`config.mk`:
```
export PLATFORM = sky130hd
export DESIGN_NAME = hazard_ctrl
export DESIGN_NICKNAME = d
export VERILOG_FILES = /design/src/rtl/pipe_pkg.sv /design/src/rtl/load_use_detect.sv /design/src/rtl/hazard_ctrl.sv
export SDC_FILE = /design/constraint.sdc
export NUM_CORES = 1
export LEC_CHECK = 0
export CAP_MARGIN = 0
export CORE_ASPECT_RATIO = 2
export CORE_MARGIN = 8
export CORE_UTILIZATION = 40
export DETAILED_ROUTE_END_ITERATION = 10
export DONT_BUFFER_PORTS = 1
export GPL_ROUTABILITY_DRIVEN = 0
export PLACE_DENSITY = 0.56
export SLEW_MARGIN = 20
export SYNTH_ARGS = -nofsm -noshare
export SYNTH_HDL_FRONTEND = slang
export SYNTH_SLANG_ARGS = --single-unit
```
`constraint.sdc`:
```
create_clock -name clk -period 5.2 [get_ports clk]
set_input_delay 0.52 -clock clk [delete_from_list [all_inputs] [get_ports clk]]
set_output_delay 0.52 -clock clk [all_outputs]
set_load 0.05 [all_outputs]
```
`src/rtl/pipe_pkg.sv`:
```
// Purpose: shared pipeline-control types and constants (FSM states, register zero, stage enable encoding).
// Latency: n/a (declarations only).
// Backpressure: n/a; HOLD/ADVANCE encode the per-stage stall polarity used by every pipeline register.
package pipe_pkg;

    typedef enum logic [1:0] {
        RUN      = 2'd0,
        MEM_WAIT = 2'd1,
        FLUSH    = 2'd2
    } state_t;

    localparam logic [4:0] REG_ZERO = 5'd0;

    // Stage enable encoding: 0 = stage captures, 1 = stage holds.
    localparam logic ADVANCE = 1'b0;
    localparam logic HOLD    = 1'b1;

endpackage

```
`src/rtl/load_use_detect.sv`:
```
// Purpose: flags a load in EX whose destination is a source of the instruction in ID.
// Latency: purely combinational, same cycle.
// Backpressure: none; the controller decides whether the hazard is acted on.
module load_use_detect
    import pipe_pkg::*;
(
    input  logic [4:0] id_rs,
    input  logic [4:0] id_rt,
    input  logic       id_uses_rs,
    input  logic       id_uses_rt,
    input  logic [4:0] ex_rt,
    input  logic       ex_mem_rd,
    output logic       lu_hazard
);

    logic rs_match;
    logic rt_match;

    assign rs_match = id_uses_rs && (id_rs == ex_rt);
    assign rt_match = id_uses_rt && (id_rt == ex_rt);

    // Register zero is never a real dependency, so a load into it cannot stall.
    assign lu_hazard = ex_mem_rd && (ex_rt != REG_ZERO) && (rs_match || rt_match);

endmodule

```
`src/rtl/hazard_ctrl.sv`:
```
// Purpose: drives PC/stage enables plus bubble and IF/ID flush strobes for the five-stage pipe.
// Latency: outputs combinational from registered state and current inputs; state updates on posedge.
// Backpressure: a pending data-memory access freezes all stages until mem_ready or timeout.
module hazard_ctrl
    import pipe_pkg::*;
#(
    parameter int BRANCH_PENALTY = 2,
    parameter int MEM_TIMEOUT    = 255
) (
    input  logic        clk,
    input  logic        rst,
    input  logic [4:0]  id_rs,
    input  logic [4:0]  id_rt,
    input  logic        id_uses_rs,
    input  logic        id_uses_rt,
    input  logic [4:0]  ex_rt,
    input  logic        ex_mem_rd,
    input  logic        mem_req,
    input  logic        mem_ready,
    input  logic        branch_taken,
    output logic        pc_enable,
    output logic        IF_ID_enable,
    output logic        ID_EX_enable,
    output logic        EX_MEM_enable,
    output logic        MEM_WB_enable,
    output logic        ctrl_bubble,
    output logic        IF_ID_flush,
    output logic        mem_err,
    output logic [31:0] stall_count
);

    localparam logic [2:0] FLUSH_INIT = 3'(BRANCH_PENALTY - 1);
    localparam logic [7:0] WAIT_LIMIT = 8'(MEM_TIMEOUT);

    state_t      state_q, state_d;
    logic        br_pend_q, br_pend_d;
    logic [2:0]  fcnt_q, fcnt_d;
    logic [7:0]  wcnt_q, wcnt_d;
    logic        mem_err_q, mem_err_d;
    logic [31:0] stall_count_q, stall_count_d;

    logic lu_hazard;
    logic timeout;
    logic freeze;
    logic br_eff;
    logic flushing;
    logic stall_now;

    load_use_detect u_load_use_detect (
        .id_rs      (id_rs),
        .id_rt      (id_rt),
        .id_uses_rs (id_uses_rs),
        .id_uses_rt (id_uses_rt),
        .ex_rt      (ex_rt),
        .ex_mem_rd  (ex_mem_rd),
        .lu_hazard  (lu_hazard)
    );

    // Once the wait counter has hit the limit the access is abandoned and the pipe released.
    assign timeout  = (state_q == MEM_WAIT) && (wcnt_q == WAIT_LIMIT);
    assign freeze   = mem_req && !mem_ready && !timeout;
    // A branch deferred by a memory wait behaves exactly like a fresh one on release.
    assign br_eff   = branch_taken || br_pend_q;
    // fcnt is nonzero only while flush cycles remain, which also survives a freeze mid-flush.
    assign flushing = br_eff || (fcnt_q != 3'd0);
    // PC holds on a freeze or on a load-use stall; reset is excluded as the counter is cleared then.
    assign stall_now = freeze || (!flushing && lu_hazard);

    // Stage enables and strobes, in priority order: reset, memory wait, branch flush, load-use.
    always_comb begin
        pc_enable     = ADVANCE;
        IF_ID_enable  = ADVANCE;
        ID_EX_enable  = ADVANCE;
        EX_MEM_enable = ADVANCE;
        MEM_WB_enable = ADVANCE;
        ctrl_bubble   = 1'b0;
        IF_ID_flush   = 1'b0;
        if (rst) begin
            pc_enable     = HOLD;
            IF_ID_enable  = HOLD;
            ID_EX_enable  = HOLD;
            EX_MEM_enable = HOLD;
            MEM_WB_enable = HOLD;
            ctrl_bubble   = 1'b1;
            IF_ID_flush   = 1'b1;
        end else if (freeze) begin
            pc_enable     = HOLD;
            IF_ID_enable  = HOLD;
            ID_EX_enable  = HOLD;
            EX_MEM_enable = HOLD;
            MEM_WB_enable = HOLD;
        end else if (flushing) begin
            ctrl_bubble   = 1'b1;
            IF_ID_flush   = 1'b1;
        end else if (lu_hazard) begin
            pc_enable     = HOLD;
            IF_ID_enable  = HOLD;
            ctrl_bubble   = 1'b1;
        end
    end

    // The error is visible in the very cycle the timeout releases the pipe, then held by the register.
    assign mem_err     = !rst && (mem_err_q || timeout);
    assign stall_count = stall_count_q;

    // Next-state logic for the FSM, pending branch, counters and sticky error.
    always_comb begin
        state_d       = state_q;
        br_pend_d     = br_pend_q;
        fcnt_d        = fcnt_q;
        wcnt_d        = wcnt_q;
        mem_err_d     = mem_err_q || timeout;
        stall_count_d = stall_count_q;
        if (freeze) begin
            state_d   = MEM_WAIT;
            wcnt_d    = wcnt_q + 8'd1;
            br_pend_d = br_pend_q || branch_taken;
        end else begin
            wcnt_d    = 8'd0;
            br_pend_d = 1'b0;
            if (br_eff) begin
                if (BRANCH_PENALTY > 1) begin
                    state_d = FLUSH;
                    fcnt_d  = FLUSH_INIT;
                end else begin
                    state_d = RUN;
                    fcnt_d  = 3'd0;
                end
            end else if (fcnt_q != 3'd0) begin
                fcnt_d  = fcnt_q - 3'd1;
                state_d = (fcnt_q == 3'd1) ? RUN : FLUSH;
            end else begin
                state_d = RUN;
            end
        end
        if (stall_now && (stall_count_q != '1)) begin
            stall_count_d = stall_count_q + 32'd1;
        end
    end

    // State registers; reset drops any pending wait, flush or deferred branch.
    always_ff @(posedge clk or posedge rst) begin
        if (rst) begin
            state_q       <= RUN;
            br_pend_q     <= 1'b0;
            fcnt_q        <= 3'd0;
            wcnt_q        <= 8'd0;
            mem_err_q     <= 1'b0;
            stall_count_q <= 32'd0;
        end else begin
            state_q       <= state_d;
            br_pend_q     <= br_pend_d;
            fcnt_q        <= fcnt_d;
            wcnt_q        <= wcnt_d;
            mem_err_q     <= mem_err_d;
            stall_count_q <= stall_count_d;
        end
    end

endmodule

```
==> run summary, run 1 <==
### Power and ir drop
* **leak pwr** 0.00127 uW
* **Power Total** 1020 uW
* **Power Dens Cells** 377 mW/mm2
* **Max IR drop VDD** 0.203 mV

### Timing
* **actual transition at the worst max-transition pin** 0.687 ns
* **max-slew violation count** 0
* **Min Clock Period, post-route** 3.00 ns
* **final setup violation count** 0
* **final clock period utilization by the worst path** 57.7%
* **achievable clock frequency** 333 MHz
* **unrepaired setup endpoints after global routing** no
* **Clock Skew** 0.00323 ns
* **TNS Setup** 0 ns
* **Hold Fails Final Rpt** 0
* **Rel. slew slack** 54.2%

### Die
* **Die H** 128 um
* **Die W** 71.8 um
* **top-level I/O count** 63
* **initial cell density of the core** 41.5%
* **area of the core region** 0.00601 mm2
* **number of rows created at floorplan** 40
* **floorplan die area** 0.00917 mm2

### Route
* **vias post-DR** 1,794
* **per-cell routed wire length** 18.9 um
* **violation count after the first detailed-route iteration** 94
* **DRC violation count after routing** 0
* **first-pass iteration count of the detailed router** 4
* **number of routed nets with antenna violations** 0
* **Vias per Instance** 5.81
* **overall routed net length** 5830 um

### Final layout
* **layout-stage area growth over the synthesis result** 8.38%
* **ANT cells** 0
* **most common cell after layout, fill and taps aside** sky130_fd_sc_hd__dfrtp_1
* **net count of the finished layout** 273
* **highest-count cells in the layout ignoring fill and taps** sky130_fd_sc_hd__dfrtp_1, sky130_fd_sc_hd__xor2_1, sky130_fd_sc_hd__nand2_1, sky130_fd_sc_hd__nand3_1, sky130_fd_sc_hd__nor3_1
* **end-of-flow core utilization** 45.0%
* **proportion of layout cells with a drive suffix above 1** 10.2%
* **post-route insts no fill** 309
* **count of filler cells inserted in the layout** 581

### Clock network
* **Root Buffer Master** sky130_fd_sc_hd__clkbuf_16
* **clock sink total** 47
* **Gates resized, CTS repair** 0
* **count of hold-fix buffers inserted at cts** 0
* **H-tree depth reported by CTS** 2
* **TritonCTS clock tree** built
* **number of buffers added for setup after CTS** 0
* **clock buffer count from CTS** 5
* **maximum clock path buffer count** 2
* **Clock Pin Slew Worst Setup and Hold Paths** 0.06 ns
* **Worst-Skew Late Latency** 0.28 ns

### GRT
* **total overflow reported by the global router** 0
* **global-route wire length before repair** 9510 um
* **initial antenna violation count** 0
* **number of global-route vias before repair** 1,864
* **Overall Global Routing Usage** 13.2%
* **largest net degree at the start of global routing** 35

### Synthesis
* **Post-Synthesis Cell Area** 0.00249 mm2
* **cells after synthesis** 242
* **Synth Net Count** 270
* **number of flip-flops and latches in the synthesized netlist** 47
* **average cell area after synthesis** 10.3 um2
* **Yosys warnings** 0
* **sequential-to-total area share from yosys stat** 47.2%
* **unique cell type count in the Yosys netlist** 39

### Worst setup path
* **worst-path maximum fanout** 32
* **arrival time worst endpoint** 2.48 ns
* **data required time at the worst endpoint** 4.68 ns
* **Setup crit start kind** flop
* **nature of the critical path endpoint** primary output
* **classification of the worst setup path** reg -> out

### Flow run
* **Max Cap Viol** 0

### Place
* **count of buffers inserted at the top-level ports** 0
* **DP HPWL** 4500 um
* **placed cells** 301

### Outcome
* **run status** complete, no violations

### Worst hold path
* **type of the tightest min-delay check** in -> async

-- cell usage after synthesis (all sizes together) --
cell / count / area share (%)
xor2: 33 / 12
buf: 8 / 2.4
nand3: 17 / 3.4
ha: 5 / 2.5
nor3b: 2 / 0.60
a21oi: 4 / 0.95
nand4b: 4 / 2.0
or3: 1 / 0.25
inv: 6 / 0.90
nor2b: 1 / 0.25
nor4: 13 / 3.9
nor3: 14 / 2.8
nand2: 23 / 3.5
and4: 1 / 0.35
and2: 2 / 0.50
dfrtp: 47 / 47
or4: 1 / 0.30
xnor2: 13 / 4.6
nand2b: 2 / 0.80
o41ai: 1 / 0.35
clkbuf: 1 / 0.15
or2: 2 / 0.50
nand4: 9 / 2.5
o22ai: 1 / 0.25
o21ai: 4 / 0.80
mux2: 1 / 0.45
nor4b: 7 / 2.7
and3: 4 / 1.1
nor2: 15 / 2.5
-- critical path, stage by stage, from the launching register on --
cell,delay (ns)
sky130_fd_sc_hd__dfrtp_1,0.38
sky130_fd_sc_hd__ha_1,0.23
sky130_fd_sc_hd__nand2_1,0.11
sky130_fd_sc_hd__nor3_1,0.25
sky130_fd_sc_hd__or2_2,0.30
sky130_fd_sc_hd__inv_1,0.13
sky130_fd_sc_hd__a21oi_2,0.12
sky130_fd_sc_hd__buf_4,0.33
sky130_fd_sc_hd__nand2_1,0.09
sky130_fd_sc_hd__buf_4,0.24
-- sequential cells by signal (all words and copies together), names as in the netlist --
name and count:
state_q 2, mem_err_q 1, stall_count 32, br_pend_q 1, fcnt_q 3, wcnt_q 8
-- path summary, 6_finish.rpt --
kind	from	endpoint	slack, ns	depth (start not counted)
max	wcnt_q[0]$_DFF_PP0_	pc_enable	2.20	9
min	rst	stall_count[26]$_DFFE_PP0P_	0.22	1
max reg2reg	stall_count[8]$_DFFE_PP0P_	stall_count[1]$_DFFE_PP0P_	2.39	7
min reg2reg	mem_err_q$_DFF_PP0_	mem_err_q$_DFF_PP0_	0.45	1
max in group asynchronous	rst	stall_count[10]$_DFFE_PP0P_	4.27	2
min in group clk	branch_taken	fcnt_q[1]$_DFFE_PP0P_	0.34	1
-- report_power, final --
part           switching (uW)  leakage (uW)  internal [uW]
sequential                166      0.000613            403
clock                     126     0.0000772            205
combinational            70.5      0.000577           47.1
total                     363       0.00127            655
-- layer usage --
layer | track usage [%] | wire length, um
met5 | 0 | 0
met4 | 5.09 | 102
met3 | 3.84 | 388
met2 | 24.1 | 3320
met1 | 13.3 | 2020
-- cells by family (layout without fill, tap and decap cells) --
family	count (synthesis)	after routing	synth area share, %
adders and majority gates	5	5	2.51
DFF	47	47	47.2
AOI/OAI and AO/OA	10	10	2.36
xor gates and xnor gates	46	46	16.2
buffers and inverters	15	19	3.46
and+or+nand+nor	118	118	27.9
muxes	1	1	0.452
-- layout make-up --
class / count / area [um2] / area share (%)
clock buffers: 8 / 156 / 5.79
inverters: 6 / 22.5 / 0.834
multi-input cells: 180 / 1230 / 45.5
flip-flops and latches: 47 / 1180 / 43.5
well taps: 63 / 78.8 / 2.92
repair buffers: 5 / 37.5 / 1.39
-- per-stage QoR --
| stage | cell area, um2 | setup slack (ns) | hold WS [ns] |
|---|---|---|---|
| 6_report | 2700 | 2.20 | 0.221 |
| 5_1_grt | 2700 | 1.95 | 0.281 |
| 4_1_cts | 2700 | 2.13 | 0.255 |
| 3_5_place_dp | 2540 | 2.36 | 0.437 |
| 3_3_place_gp | 2540 | 2.41 | 0.435 |
| 2_1_floorplan | 2490 | 1.99 | 0.422 |
(Power assumes the default switching activity.)
==> run 2: changes to the inputs <==
PLACE_DENSITY = 0.58   (was 0.56)
clock period = 2.6 ns   (was 5.2 ns; I/O delays follow)
==> run summary, run 2 (synthesis gave the netlist of run 1 again) <==
### Worst hold path
* **hold path cells** 1
* **type of the tightest min-delay check** in -> reg
* **Hold Crit Start** branch_taken

### GRT
* **Overall Global Routing Usage** 14.1%
* **number of global-route vias before repair** 2,075
* **global-route wire length before repair** 10,300 um
* **initial antenna violation count** 0
* **total overflow reported by the global router** 0
* **largest net degree at the start of global routing** 33

### Route
* **first-pass iteration count of the detailed router** 4
* **per-cell routed wire length** 17.5 um
* **number of routed nets with antenna violations** 0
* **Vias per Instance** 5.56
* **overall routed net length** 6090 um
* **violation count after the first detailed-route iteration** 86
* **vias post-DR** 1,935
* **DRC violation count after routing** 0

### Die
* **area of the core region** 0.00601 mm2
* **floorplan die area** 0.00917 mm2
* **top-level I/O count** 63
* **number of rows created at floorplan** 40
* **initial cell density of the core** 41.5%
* **Die W** 71.8 um
* **Die H** 128 um

### Timing
* **Hold Fails Final Rpt** 0
* **achievable clock frequency** 423 MHz
* **Rel. slew slack** 63.8%
* **TNS Setup** 0 ns
* **max-slew violation count** 0
* **unrepaired setup endpoints after global routing** no
* **Min Clock Period, post-route** 2.36 ns
* **Clock Skew** 0.00715 ns
* **Final Worst Setup Slack** 0.235 ns
* **worst hold slack after final layout** 0.0718 ns
* **final setup violation count** 0
* **final clock period utilization by the worst path** 91.0%
* **actual transition at the worst max-transition pin** 0.543 ns

### Flow run
* **Max Cap Viol** 0

### Worst setup path
* **data required time at the worst endpoint** 2.34 ns
* **classification of the worst setup path** reg -> out
* **cells along the critical path** ha_1 -> nand2_1 -> nor3_2 -> or2_4 -> inv_1 -> a21oi_2 -> buf_12 -> nand2_1 -> buf_4
* **arrival time worst endpoint** 2.10 ns
* **cell with the most instances on the worst path** sky130_fd_sc_hd__nand2_1
* **reg2reg start** stall_count[6]$_DFFE_PP0P_
* **Setup crit start kind** flop
* **logic depth of the worst register-to-register path** 7
* **Largest stage delay, worst path** 0.40 ns
* **Slowest cell on crit path** sky130_fd_sc_hd__dfrtp_1
* **worst-path maximum fanout** 32
* **nature of the critical path endpoint** primary output
* **worst setup path start** wcnt_q[0]$_DFF_PP0_

### Place
* **DP HPWL** 4630 um
* **count of buffers inserted at the top-level ports** 0
* **Setup Slack @ Placement** 0.339 ns

### Clock network
* **TritonCTS clock tree** built
* **Clock Pin Slew Worst Setup and Hold Paths** 0.06 ns
* **clock sink total** 47
* **H-tree depth reported by CTS** 2
* **maximum clock path buffer count** 2
* **clock buffer count from CTS** 5
* **Root Buffer Master** sky130_fd_sc_hd__clkbuf_16
* **Worst-Skew Late Latency** 0.29 ns

### Final layout
* **count of filler cells inserted in the layout** 563
* **proportion of layout cells with a drive suffix above 1** 22.5%
* **net count of the finished layout** 312
* **number of flip-flops in the largest register** 32
* **most common cell after layout, fill and taps aside** sky130_fd_sc_hd__dfrtp_1
* **layout-stage area growth over the synthesis result** 21.7%
* **highest-count cells in the layout ignoring fill and taps** sky130_fd_sc_hd__dfrtp_1, sky130_fd_sc_hd__buf_4, sky130_fd_sc_hd__xor2_1, sky130_fd_sc_hd__nand2_1, sky130_fd_sc_hd__nand3_1
* **area of combinational cells with multiple inputs** 0.00124 mm2
* **ANT cells** 0
* **sequential standard cell area** 0.00118 mm2
* **end-of-flow core utilization** 50.5%

### Power and ir drop
* **leak pwr** 0.00147 uW
* **Max IR drop VDD** 0.455 mV
* **Power Dens Cells** 715 mW/mm2

### Outcome
* **run status** complete, no violations

-- run 2: per-stage QoR --
| step | instance area, um2 | cells | total power, uW |
|---|---|---|---|
| 2_1_floorplan | 2500 | 242 | 1330 |
| 3_3_place_gp | 2840 | 336 | 1510 |
| 3_5_place_dp | 2840 | 336 | 1520 |
| 4_1_cts | 3000 | 345 | 2200 |
| 5_1_grt | 3030 | 348 | 2270 |
| 6_report | 3030 | 348 | 2170 |
-- run 2: power by group --
group	internal [uW]	switching, uW	leakage (uW)	total, uW
Combinational	189	437	0.000780	626
Clock	409	259	0.0000772	668
Sequential	812	63.4	0.000613	875
-- run 2: worst paths after layout --
| path | to | slack, ns |
|---|---|---|
| min | fcnt_q[1]$_DFFE_PP0P_ | 0.07 |
| min reg2reg | mem_err_q$_DFF_PP0_ | 0.47 |
| max reg2reg | stall_count[1]$_DFFE_PP0P_ | 0.47 |
| min in group asynchronous | stall_count[28]$_DFFE_PP0P_ | 0.46 |
| max | IF_ID_enable | 0.24 |
| max in group asynchronous | stall_count[1]$_DFFE_PP0P_ | 1.49 |
-- run 2: critical path, delay by kind of cell, from the launching register on --
kind | cells | cell delay (ns)
simple gates | 4 | 0.51
fa+ha+maj | 1 | 0.25
buf+inv | 3 | 0.59
flops | 1 | 0.40
compound gates | 1 | 0.06
-- run 2: area by class of cell --
type | count | share of cell area (%)
clock buffers | 8 | 5.16
well taps | 63 | 2.60
flip-flops and latches | 47 | 38.8
inverters | 6 | 0.866
repair buffers | 44 | 11.8
multi-input cells | 180 | 40.8
-- run 2: metal layers --
metal	up-vias	wire, um	track usage [%]
met2	46	3360	25.6
met3	6	486	4.86
met5	-	0	0
li1	931	-	-
met4	0	104	5.82
met1	952	2140	13.8
-- run 2: what timing repair did --
item,CTS,global route
setup endpoints to repair,0,2
hold buffers,1,0
endpoints found under the hold margin,16,0
gates resized for setup,0,2
buffers inserted,0,3
==> run 3: changes to the inputs <==
ABC_AREA = 1   (was default)
ABC_CLOCK_PERIOD_IN_PS = 2600   (was default)
CORE_UTILIZATION = 58   (was 40)
PLACE_DENSITY = 0.78   (was 0.58)
==> run summary, run 3 <==
### Synthesis
* **dominant synthesized flop cell** sky130_fd_sc_hd__dfrtp_1
* **cell types with the largest area share after synthesis** sky130_fd_sc_hd__dfrtp_1, sky130_fd_sc_hd__nand2_1, sky130_fd_sc_hd__nand3_1
* **count leader, synth** sky130_fd_sc_hd__nand2_1
* **share of flip-flops with an asynchronous set or reset after synthesis** 100%
* **Post-Synthesis Cell Area** 0.00308 mm2
* **Yosys warnings** 0
* **unique cell type count in the Yosys netlist** 27
* **average cell area after synthesis** 6.76 um2
* **post-synth top area share** 38.1%
* **sequential-to-total area share from yosys stat** 38.1%
* **number of flops mapped to enable cells by yosys** 0
* **Synth Net Count** 484
* **cells after synthesis** 456
* **number of flip-flops and latches in the synthesized netlist** 47
* **leading post-synthesis cells by instance count** sky130_fd_sc_hd__nand2_1, sky130_fd_sc_hd__inv_1, sky130_fd_sc_hd__nand3_1
* **Synth area leader** sky130_fd_sc_hd__dfrtp_1

### Power and ir drop
* **Clock Power Share** 28.8%
* **Power Total** 1700 uW
* **Power Dens Cells** 491 mW/mm2
* **power share of the sequential group** 47.5%
* **reported net switching power** 616 uW
* **leak pwr** 0.00187 uW
* **switching power as a share of total power** 36.1%
* **proportion of power drawn by combinational gates** 23.7%
* **Int Power** 1090 uW
* **Max IR drop VDD** 0.615 mV

### Final layout
* **Non-Filler Cell Area, Final** 0.00347 mm2
* **count of filler cells inserted in the layout** 444
* **highest-count cells in the layout ignoring fill and taps** sky130_fd_sc_hd__nand2_1, sky130_fd_sc_hd__inv_1, sky130_fd_sc_hd__nand3_1, sky130_fd_sc_hd__dfrtp_1, sky130_fd_sc_hd__nor2_1
* **most common cell after layout, fill and taps aside** sky130_fd_sc_hd__nand2_1
* **number of flip-flops in the largest register** 32
* **proportion of layout cells with a drive suffix above 1** 12.0%
* **ANT cells** 0
* **layout-stage area growth over the synthesis result** 12.5%
* **net count of the finished layout** 520
* **area of combinational cells with multiple inputs** 0.00156 mm2
* **sequential standard cell area** 0.00118 mm2

### Route
* **DRC violation count after routing** 0
* **number of routed nets with antenna violations** 0
* **vias post-DR** 2,931
* **Vias per Instance** 5.32
* **per-cell routed wire length** 13.9 um
* **first-pass iteration count of the detailed router** 4
* **violation count after the first detailed-route iteration** 190
* **overall routed net length** 7640 um

### Clock network
* **number of buffers added for setup after CTS** 0
* **clock sink total** 47
* **TritonCTS clock tree** built
* **clock buffer count from CTS** 5
* **Gates resized, CTS repair** 0
* **Root Buffer Master** sky130_fd_sc_hd__clkbuf_8
* **H-tree depth reported by CTS** 2
* **count of hold-fix buffers inserted at cts** 1
* **Worst-Skew Late Latency** 0.33 ns
* **Clock Pin Slew Worst Setup and Hold Paths** 0.10 ns
* **maximum clock path buffer count** 2

### Worst setup path
* **Setup crit start kind** flop
* **endpoint of the worst setup timing path** ctrl_bubble
* **reg2reg start** stall_count[0]$_DFFE_PP0P_
* **logic depth of the worst register-to-register path** 9
* **Slowest cell on crit path** sky130_fd_sc_hd__nand3_1
* **worst setup path start** wcnt_q[0]$_DFF_PP0_
* **cells along the critical path** ha_1 -> nand2_1 -> nor2_1 -> nand4_1 -> nand2_1 -> nand2_1 -> nand3_1
* **cell with the most instances on the worst path** sky130_fd_sc_hd__nand2_1
* **Largest stage delay, worst path** 0.45 ns
* **r2r setup slk** 0.57 ns
* **reg2reg end** stall_count[5]$_DFFE_PP0P_
* **nature of the critical path endpoint** primary output
* **data required time at the worst endpoint** 2.34 ns
* **classification of the worst setup path** reg -> out
* **arrival time worst endpoint** 2.11 ns
* **worst-path maximum fanout** 9

### Timing
* **Hold Fails Final Rpt** 0
* **Rel. slew slack** 64.0%
* **final clock period utilization by the worst path** 91.1%
* **Min Clock Period, post-route** 2.37 ns
* **unrepaired setup endpoints after global routing** no
* **TNS Setup** 0 ns
* **worst hold slack after final layout** 0.127 ns
* **max-slew violation count** 0
* **actual transition at the worst max-transition pin** 0.538 ns
* **Final Worst Setup Slack** 0.232 ns
* **final setup violation count** 0
* **achievable clock frequency** 422 MHz
* **Clock Skew** 0.0107 ns

### Die
* **top-level I/O count** 63
* **Die H** 119 um
* **number of rows created at floorplan** 37
* **area of the core region** 0.00514 mm2
* **floorplan die area** 0.00805 mm2
* **Die W** 67.6 um
* **initial cell density of the core** 60.0%

### GRT
* **Overall Global Routing Usage** 20.0%
* **total overflow reported by the global router** 0
* **met2 Use GR** 34.8%
* **initial antenna violation count** 0
* **largest net degree at the start of global routing** 27
* **met3 demand-to-capacity share in global routing** 6.57%
* **global-route wire length before repair** 12,800 um
* **global routing met1 resource utilization** 19.3%
* **global-route layer with the greatest usage** met2
* **number of global-route vias before repair** 3,034

### Place
* **Setup Slack @ Placement** 0.599 ns
* **DP HPWL** 5940 um
* **count of buffers inserted at the top-level ports** 0
* **Post-DP Area** 0.00337 mm2

### Worst hold path
* **type of the tightest min-delay check** in -> reg

### Outcome
* **run status** complete, no violations

### Flow run
* **Max Cap Viol** 0

-- run 3: cell families (layout without fill, tap and decap cells) --
logic type	count (synthesis)	after routing	share of synthesized area [%]
AOI/OAI and AO/OA	14	14	2.56
DFF	47	47	38.1
adders and majority gates	5	5	2.03
and+or+nand+nor	293	293	41.1
xor gates and xnor gates	17	17	4.83
buffers and inverters	80	117	11.3
-- run 3: layout make-up --
type	instances	share of cell area, %
sequential	47	33.9
clock inverter	3	0.721
tap	58	2.09
inverter	68	7.46
multi-input combinational	329	44.9
timing repair buffer	41	8.94
clock buffer	5	1.98
-- run 3: metrics by stage --
stage               utilization (%)  cells
detailed placement             65.5    542
global route                   67.5    551
CTS                            67.5    551
floorplan                         -    456
finish                         67.5    551
global placement               65.5    542
-- run 3: how the worst min path moves through the flow --
stage	to	cells past startpoint	start
after global placement	fcnt_q[2]$_DFFE_PP0P_	1	rst
after CTS	br_pend_q$_DFF_PP0_	2	branch_taken
after floorplan	br_pend_q$_DFF_PP0_	1	rst
after global routing	br_pend_q$_DFF_PP0_	2	branch_taken
after detailed placement	fcnt_q[2]$_DFFE_PP0P_	1	rst
final	br_pend_q$_DFF_PP0_	2	branch_taken
-- run 3: routing by layer --
metal  part of all wire [%]  vias to the layer above
li1                       -                     1478
met1                     35                     1354
met2                     54                       76
met3                    7.1                       23
met4                    4.0                        0
met5                      0                        -
-- run 3: worst max-delay path, delay by kind of cell (launching register included) --
family / cells / cell delay [ns]
and+or+nand+nor: 6 / 1.21
DFF: 1 / 0.38
adders and majority gates: 1 / 0.19
-- run 3: power by group through the flow --
stage / registers, uW / clock network [uW] / logic, uW
floorplan: 933 / 0 / 204
global placement: 821 / 0 / 402
detailed placement: 822 / 0 / 407
CTS: 808 / 496 / 410
global route: 813 / 523 / 442
finish: 809 / 491 / 405
